## config.mk

```make
export PLATFORM = sky130hd
export DESIGN_NAME = rs232_rx
export DESIGN_NICKNAME = d
export VERILOG_FILES = /design/src/rtl/rs232_rx.sv
export SDC_FILE = /design/constraint.sdc
export NUM_CORES = 1
export LEC_CHECK = 0
export ABC_AREA = 1
export BUFFER_PORTS_ARGS = -buffer_cell sky130_fd_sc_hd__buf_2
export CAP_MARGIN = 20
export CORE_UTILIZATION = 60
export DETAILED_ROUTE_END_ITERATION = 6
export PLACE_DENSITY = 0.9
export SYNTH_ARGS = -nofsm -noshare
export SYNTH_HDL_FRONTEND = slang
export SYNTH_SLANG_ARGS = --single-unit
```

## constraint.sdc

```tcl
create_clock -name clk_i -period 2.2 [get_ports clk_i]
set_input_delay 0.55 -clock clk_i [delete_from_list [all_inputs] [get_ports clk_i]]
set_output_delay 0.55 -clock clk_i [all_outputs]
set_load 0.005 [all_outputs]
```

## src/rtl/rs232_rx.sv

```systemverilog
// -----------------------------------------------------------------------------
// rs232_rx : UART receiver (start bit, DATA_BITS data LSB first, optional
//            parity bit, one stop bit). Bit timing comes from an internal
//            divider; rx_i is synchronized through two flops before use.
//
// Ports
//   clk_i      system clock, rising edge
//   rst_i      asynchronous reset, active high
//   rx_i       serial line, idle high, asynchronous to clk_i
//   data_o     last received word, held until the next completed frame
//   rx_done_o  one-cycle pulse when a frame completes
//   par_err_o  parity error of the last frame (held)
//   frm_err_o  stop bit sampled low in the last frame (held)
//   busy_o     high while the receiver is not idle
// -----------------------------------------------------------------------------
module rs232_rx #(
    parameter int BAUD_DIV   = 10415,
    parameter int DATA_BITS  = 8,
    parameter int PARITY_EN  = 1,
    parameter int PARITY_ODD = 0
) (
    input  logic                 clk_i,
    input  logic                 rst_i,
    input  logic                 rx_i,
    output logic [DATA_BITS-1:0] data_o,
    output logic                 rx_done_o,
    output logic                 par_err_o,
    output logic                 frm_err_o,
    output logic                 busy_o
);

    localparam int CNT_W = $clog2(BAUD_DIV);
    localparam int IDX_W = $clog2(DATA_BITS + 1);
    localparam logic [CNT_W-1:0] CNT_HALF = CNT_W'(BAUD_DIV / 2 - 1);
    localparam logic [CNT_W-1:0] CNT_LAST = CNT_W'(BAUD_DIV - 1);
    localparam logic [IDX_W-1:0] IDX_LAST = IDX_W'(DATA_BITS - 1);

    typedef enum logic [2:0] {
        S_IDLE, S_START, S_DATA, S_PARITY, S_STOP
    } state_t;

    state_t                 state_q, state_d;
    logic                   rx_meta_q, rx_s_q;
    logic [CNT_W-1:0]       cnt_q, cnt_d;
    logic [IDX_W-1:0]       idx_q, idx_d;
    logic [DATA_BITS-1:0]   shift_q, shift_d;
    logic                   par_bit_q, par_bit_d;
    logic [DATA_BITS-1:0]   data_q, data_d;
    logic                   done_q, done_d;
    logic                   par_err_q, par_err_d;
    logic                   frm_err_q, frm_err_d;
    logic                   par_calc;

    always_ff @(posedge clk_i or posedge rst_i) begin
        if (rst_i) begin
            // Synchronizer resets to the idle line level so that reset
            // release never looks like a start edge.
            rx_meta_q <= 1'b1;
            rx_s_q    <= 1'b1;
            state_q   <= S_IDLE;
            cnt_q     <= '0;
            idx_q     <= '0;
            shift_q   <= '0;
            par_bit_q <= 1'b0;
            data_q    <= '0;
            done_q    <= 1'b0;
            par_err_q <= 1'b0;
            frm_err_q <= 1'b0;
        end else begin
            rx_meta_q <= rx_i;
            rx_s_q    <= rx_meta_q;
            state_q   <= state_d;
            cnt_q     <= cnt_d;
            idx_q     <= idx_d;
            shift_q   <= shift_d;
            par_bit_q <= par_bit_d;
            data_q    <= data_d;
            done_q    <= done_d;
            par_err_q <= par_err_d;
            frm_err_q <= frm_err_d;
        end
    end

    // XOR of data and received parity bit: 0 means an even number of ones.
    assign par_calc = (^shift_q) ^ par_bit_q;

    always_comb begin
        state_d   = state_q;
        cnt_d     = cnt_q + 1'b1;
        idx_d     = idx_q;
        shift_d   = shift_q;
        par_bit_d = par_bit_q;
        data_d    = data_q;
        done_d    = 1'b0;
        par_err_d = par_err_q;
        frm_err_d = frm_err_q;

        case (state_q)
            S_IDLE: begin
                cnt_d = '0;
                if (!rx_s_q) state_d = S_START;
            end
            S_START: begin
                // Re-check the line half a bit in; a high level means glitch.
                if (cnt_q == CNT_HALF) begin
                    cnt_d = '0;
                    if (rx_s_q) begin
                        state_d = S_IDLE;
                    end else begin
                        state_d = S_DATA;
                        idx_d   = '0;
                    end
                end
            end
            S_DATA: begin
                // Counter was cleared mid start bit, so a full bit period
                // lands in the middle of each data bit.
                if (cnt_q == CNT_LAST) begin
                    cnt_d   = '0;
                    shift_d = {rx_s_q, shift_q[DATA_BITS-1:1]};
                    idx_d   = idx_q + 1'b1;
                    if (idx_q == IDX_LAST)
                        state_d = (PARITY_EN != 0) ? S_PARITY : S_STOP;
                end
            end
            S_PARITY: begin
                if (cnt_q == CNT_LAST) begin
                    cnt_d     = '0;
                    par_bit_d = rx_s_q;
                    state_d   = S_STOP;
                end
            end
            S_STOP: begin
                // Frame completes mid stop bit; IDLE can catch a start edge
                // right after, so back-to-back frames need only half a stop.
                if (cnt_q == CNT_LAST) begin
                    cnt_d     = '0;
                    data_d    = shift_q;
                    frm_err_d = ~rx_s_q;
                    par_err_d = (PARITY_EN != 0) && (par_calc != 1'(PARITY_ODD));
                    done_d    = 1'b1;
                    state_d   = S_IDLE;
                end
            end
            default: begin
                cnt_d   = '0;
                state_d = S_IDLE;
            end
        endcase
    end

    assign data_o    = data_q;
    assign rx_done_o = done_q;
    assign par_err_o = par_err_q;
    assign frm_err_o = frm_err_q;
    assign busy_o    = (state_q != S_IDLE);

endmodule
```

==> results.json <==
{
  "fmax_mhz": 585,
  "first_pass_iters": 4,
  "io_pins": 15,
  "floorplan.initialDensity_pct": 62.8,
  "slew_viol_final": 0,
  "grt_pass1_vias": 1763,
  "cts_resized": 0,
  "p_leak_nw": 1.29,
  "cp.required_ns": 1.65,
  "routabilityCongestion": 0.875,
  "cp_slowest_cell": "dfrtp_1",
  "die_h_um": 64.1,
  "status": "completed",
  "overflow": 0,
  "num_antenna_cells": 0,
  "drt-total-wl_um": 4040,
  "fin_crit_ns": 1.71,
  "clockBufferDepth": 2,
  "crit_path_start_kind": "flip-flop",
  "crit_chain": "nor2_2, nand2_1, buf_2",
  "worst_slew_pin_slew_ns": 0.520,
  "holdCritPathClass": "input pin to asynchronous set/reset pin",
  "syn_inst": 293,
  "placedCellCount": 353,
  "slew-limit-headroom_pct": 65.3,
  "fin_setup_tns_ns": 0,
  "die_area_um2": 4110,
  "nFillCells": 302,
  "final_nets": 318,
  "drtIter0Drc": 139,
  "clock_latency_ns": 0.30,
  "via_count": 1847,
  "hpwl_um": 2990,
  "synth_area_um2": 2320,
  "crit_start": "state_q[0]$_DFFE_PP0P_",
  "path_clk_slew_ns": 0.09,
  "path_max_fanout": 5,
  "viasPerCell": 5.12,
  "drive_gt1_share_pct": 17.9,
  "synth_area_leaders": "dfrtp_1, nand2_1, inv_1",
  "fin_skew_ns": 0.0163,
  "synth_seq_cells": 43,
  "synth_seq_area_share_pct": 46.5,
  "total_power_mw": 1.42,
  "power.density_nw_per_um2": 562,
  "hold_ws_ns": 0.352,
  "antenna_found_initial": 0,
  "final_cells": 361,
  "numCtsBuffers": 5,
  "die-width_um": 64.1,
  "cts_tree": "yes",
  "syn_avg_cell_area_um2": 7.91,
  "synth_cell_types": 25,
  "cts_setup_buffers": 0,
  "cts_hold_buffers": 0,
  "rsz0062_at_grt": "no",
  "finalHoldViolCount": 0,
  "worstSetupPathType": "flip-flop to output port",
  "fin_crit_sh_pct": 77.7,
  "syn-num-nets": 299,
  "core.rowCount": 22,
  "final_antenna_net_count": 0,
  "clockRootBuffer": "clkbuf_8",
  "max-cap-violations": 0,
  "track_usage_pct": 22.7,
  "regArea_um2": 1080,
  "core_um2": 3690,
  "r2r_start": "cnt_q[0]$_DFF_PP0_",
  "port_buffers": 14,
  "yosysTopAreaCell": "dfrtp_1",
  "drc": 0,
  "yosys_warnings": 0,
  "crit_arrival_ns": 1.16,
  "synth_top_area_share_pct": 44.3,
  "end_kind": "output port",
  "finalSetupViolations": 0,
  "areaGrowthSynthToFinish_pct": 8.96,
  "ir_drop_mv": 0.439,
  "multi_input_area_um2": 1040,
  "htreeDepth": 2,
  "cts.sinks": 43,
  "wl_per_cell_um": 11.2,
  "grt_max_degree": 44,
  "grt_pass1_wl_um": 7200,
  "max_stage_delay_ns": 0.44
}
[worst paths after layout]
kind	end	slack, ns	depth (start not counted)
min in group clk_i	rx_meta_q$_DFF_PP1_	0.35	1
max in group asynchronous	rx_meta_q$_DFF_PP1_	1.45	3
worst max register to register	idx_q[3]$_DFFE_PP0P_	0.68	9
worst max-delay path	busy_o	0.49	3
worst min-delay path	data_o[1]$_DFFE_PP0P_	0.35	3
worst min register to register	rx_s_q$_DFF_PP1_	0.36	0
[layout make-up]
type | instances | share of cell area (%)
clock inverters | 3 | 1.73
flip-flops and latches | 43 | 42.7
inverters | 41 | 6.19
multi-input cells | 206 | 41.2
repair buffers | 15 | 3.07
well taps | 48 | 2.38
clock buffers | 5 | 2.73
[cells in the final DEF, fill, tap and decap left out]
cell | netlist | layout
o21ai_1 | 4 | 4
nand2_4 | 2 | 2
or2_2 | 1 | 1
a21oi_1 | 2 | 2
o21ai_0 | 11 | 11
nand4_1 | 8 | 8
buf_4 | 0 | 1
bufinv_16 | 0 | 1
nand2_1 | 82 | 82
nor3_2 | 1 | 1
nor2_4 | 3 | 3
dfstp_2 | 2 | 2
nor3_1 | 5 | 5
inv_4 | 1 | 1
nand2_2 | 6 | 6
o21ai_2 | 9 | 9
clkinv_2 | 0 | 1
ha_1 | 3 | 3
inv_2 | 3 | 3
clkinv_4 | 0 | 1
nor2_2 | 4 | 4
buf_2 | 0 | 14
nor2_1 | 37 | 37
nand3_1 | 20 | 20
xor2_1 | 7 | 7
dfrtp_1 | 41 | 41
clkbuf_8 | 0 | 5
inv_1 | 37 | 37
nor2_8 | 1 | 1
[worst max-delay path, delay by kind of cell (launching register included)]
| family | cells | cell delay [ns] |
|---|---|---|
| buffers and inverters | 1 | 0.13 |
| DFF | 1 | 0.44 |
| and+or+nand+nor | 2 | 0.29 |
[metal layers]
| metal | track usage [%] | vias to the layer above | part of all wire (%) |
|---|---|---|---|
| met4 | 7.78 | 0 | 1.4 |
| met3 | 5.54 | 6 | 2.4 |
| met5 | 0 | - | 0 |
| met2 | 39.8 | 25 | 51 |
| li1 | - | 953 | - |
| met1 | 27.3 | 863 | 45 |
[synthesized netlist by cell type]
cell type	count
nand2_1	82
dfrtp_1	41
inv_1	37
nor2_1	37
nand3_1	20
o21ai_0	11
o21ai_2	9
nand4_1	8
xor2_1	7
nand2_2	6
nor3_1	5
nor2_2	4
o21ai_1	4
ha_1	3
inv_2	3
nor2_4	3
a21oi_1	2
buf_6	2
dfstp_2	2
nand2_4	2
buf_12	1
inv_4	1
nor2_8	1
nor3_2	1
or2_2	1
[cell families (layout without fill, tap and decap cells)]
kind of cell	count (synthesis)	in the layout	share of synthesized area, %
simple gates	170	170	33.5
buf+inv	44	64	8.59
flops	43	43	46.5
compound gates	26	26	7.07
xor+xnor	7	7	2.65
fa+ha+maj	3	3	1.62
[sequential cells by signal (all words and copies together), names as in the netlist]
register	flops
cnt_q	14
data_o	8
shift_q	8
idx_q	4
state_q	3
frm_err_o	1
par_bit_q	1
par_err_o	1
rx_done_o	1
rx_meta_q	1
rx_s_q	1
[power breakdown]
part	switching [mW]	internal (mW)	leakage (nW)	total (mW)
registers	0.00171	0.793	0.579	0.795
logic	0.0164	0.00299	0.648	0.0194
clock network	0.267	0.338	0.0581	0.605
total	0.286	1.13	1.29	1.42
[stage by stage]
stage / cell area, µm² / utilization, % / worst slack (ns)
after detailed placement: 2410 / 65.4 / 0.692
after CTS: 2520 / 68.5 / 0.478
final: 2520 / 68.5 / 0.491
after global placement: 2410 / 65.4 / 0.734
after floorplan: 2320 / - / 0.651
after global routing: 2520 / 68.5 / 0.421
No activity file was read; power rests on OpenSTA's default activity.
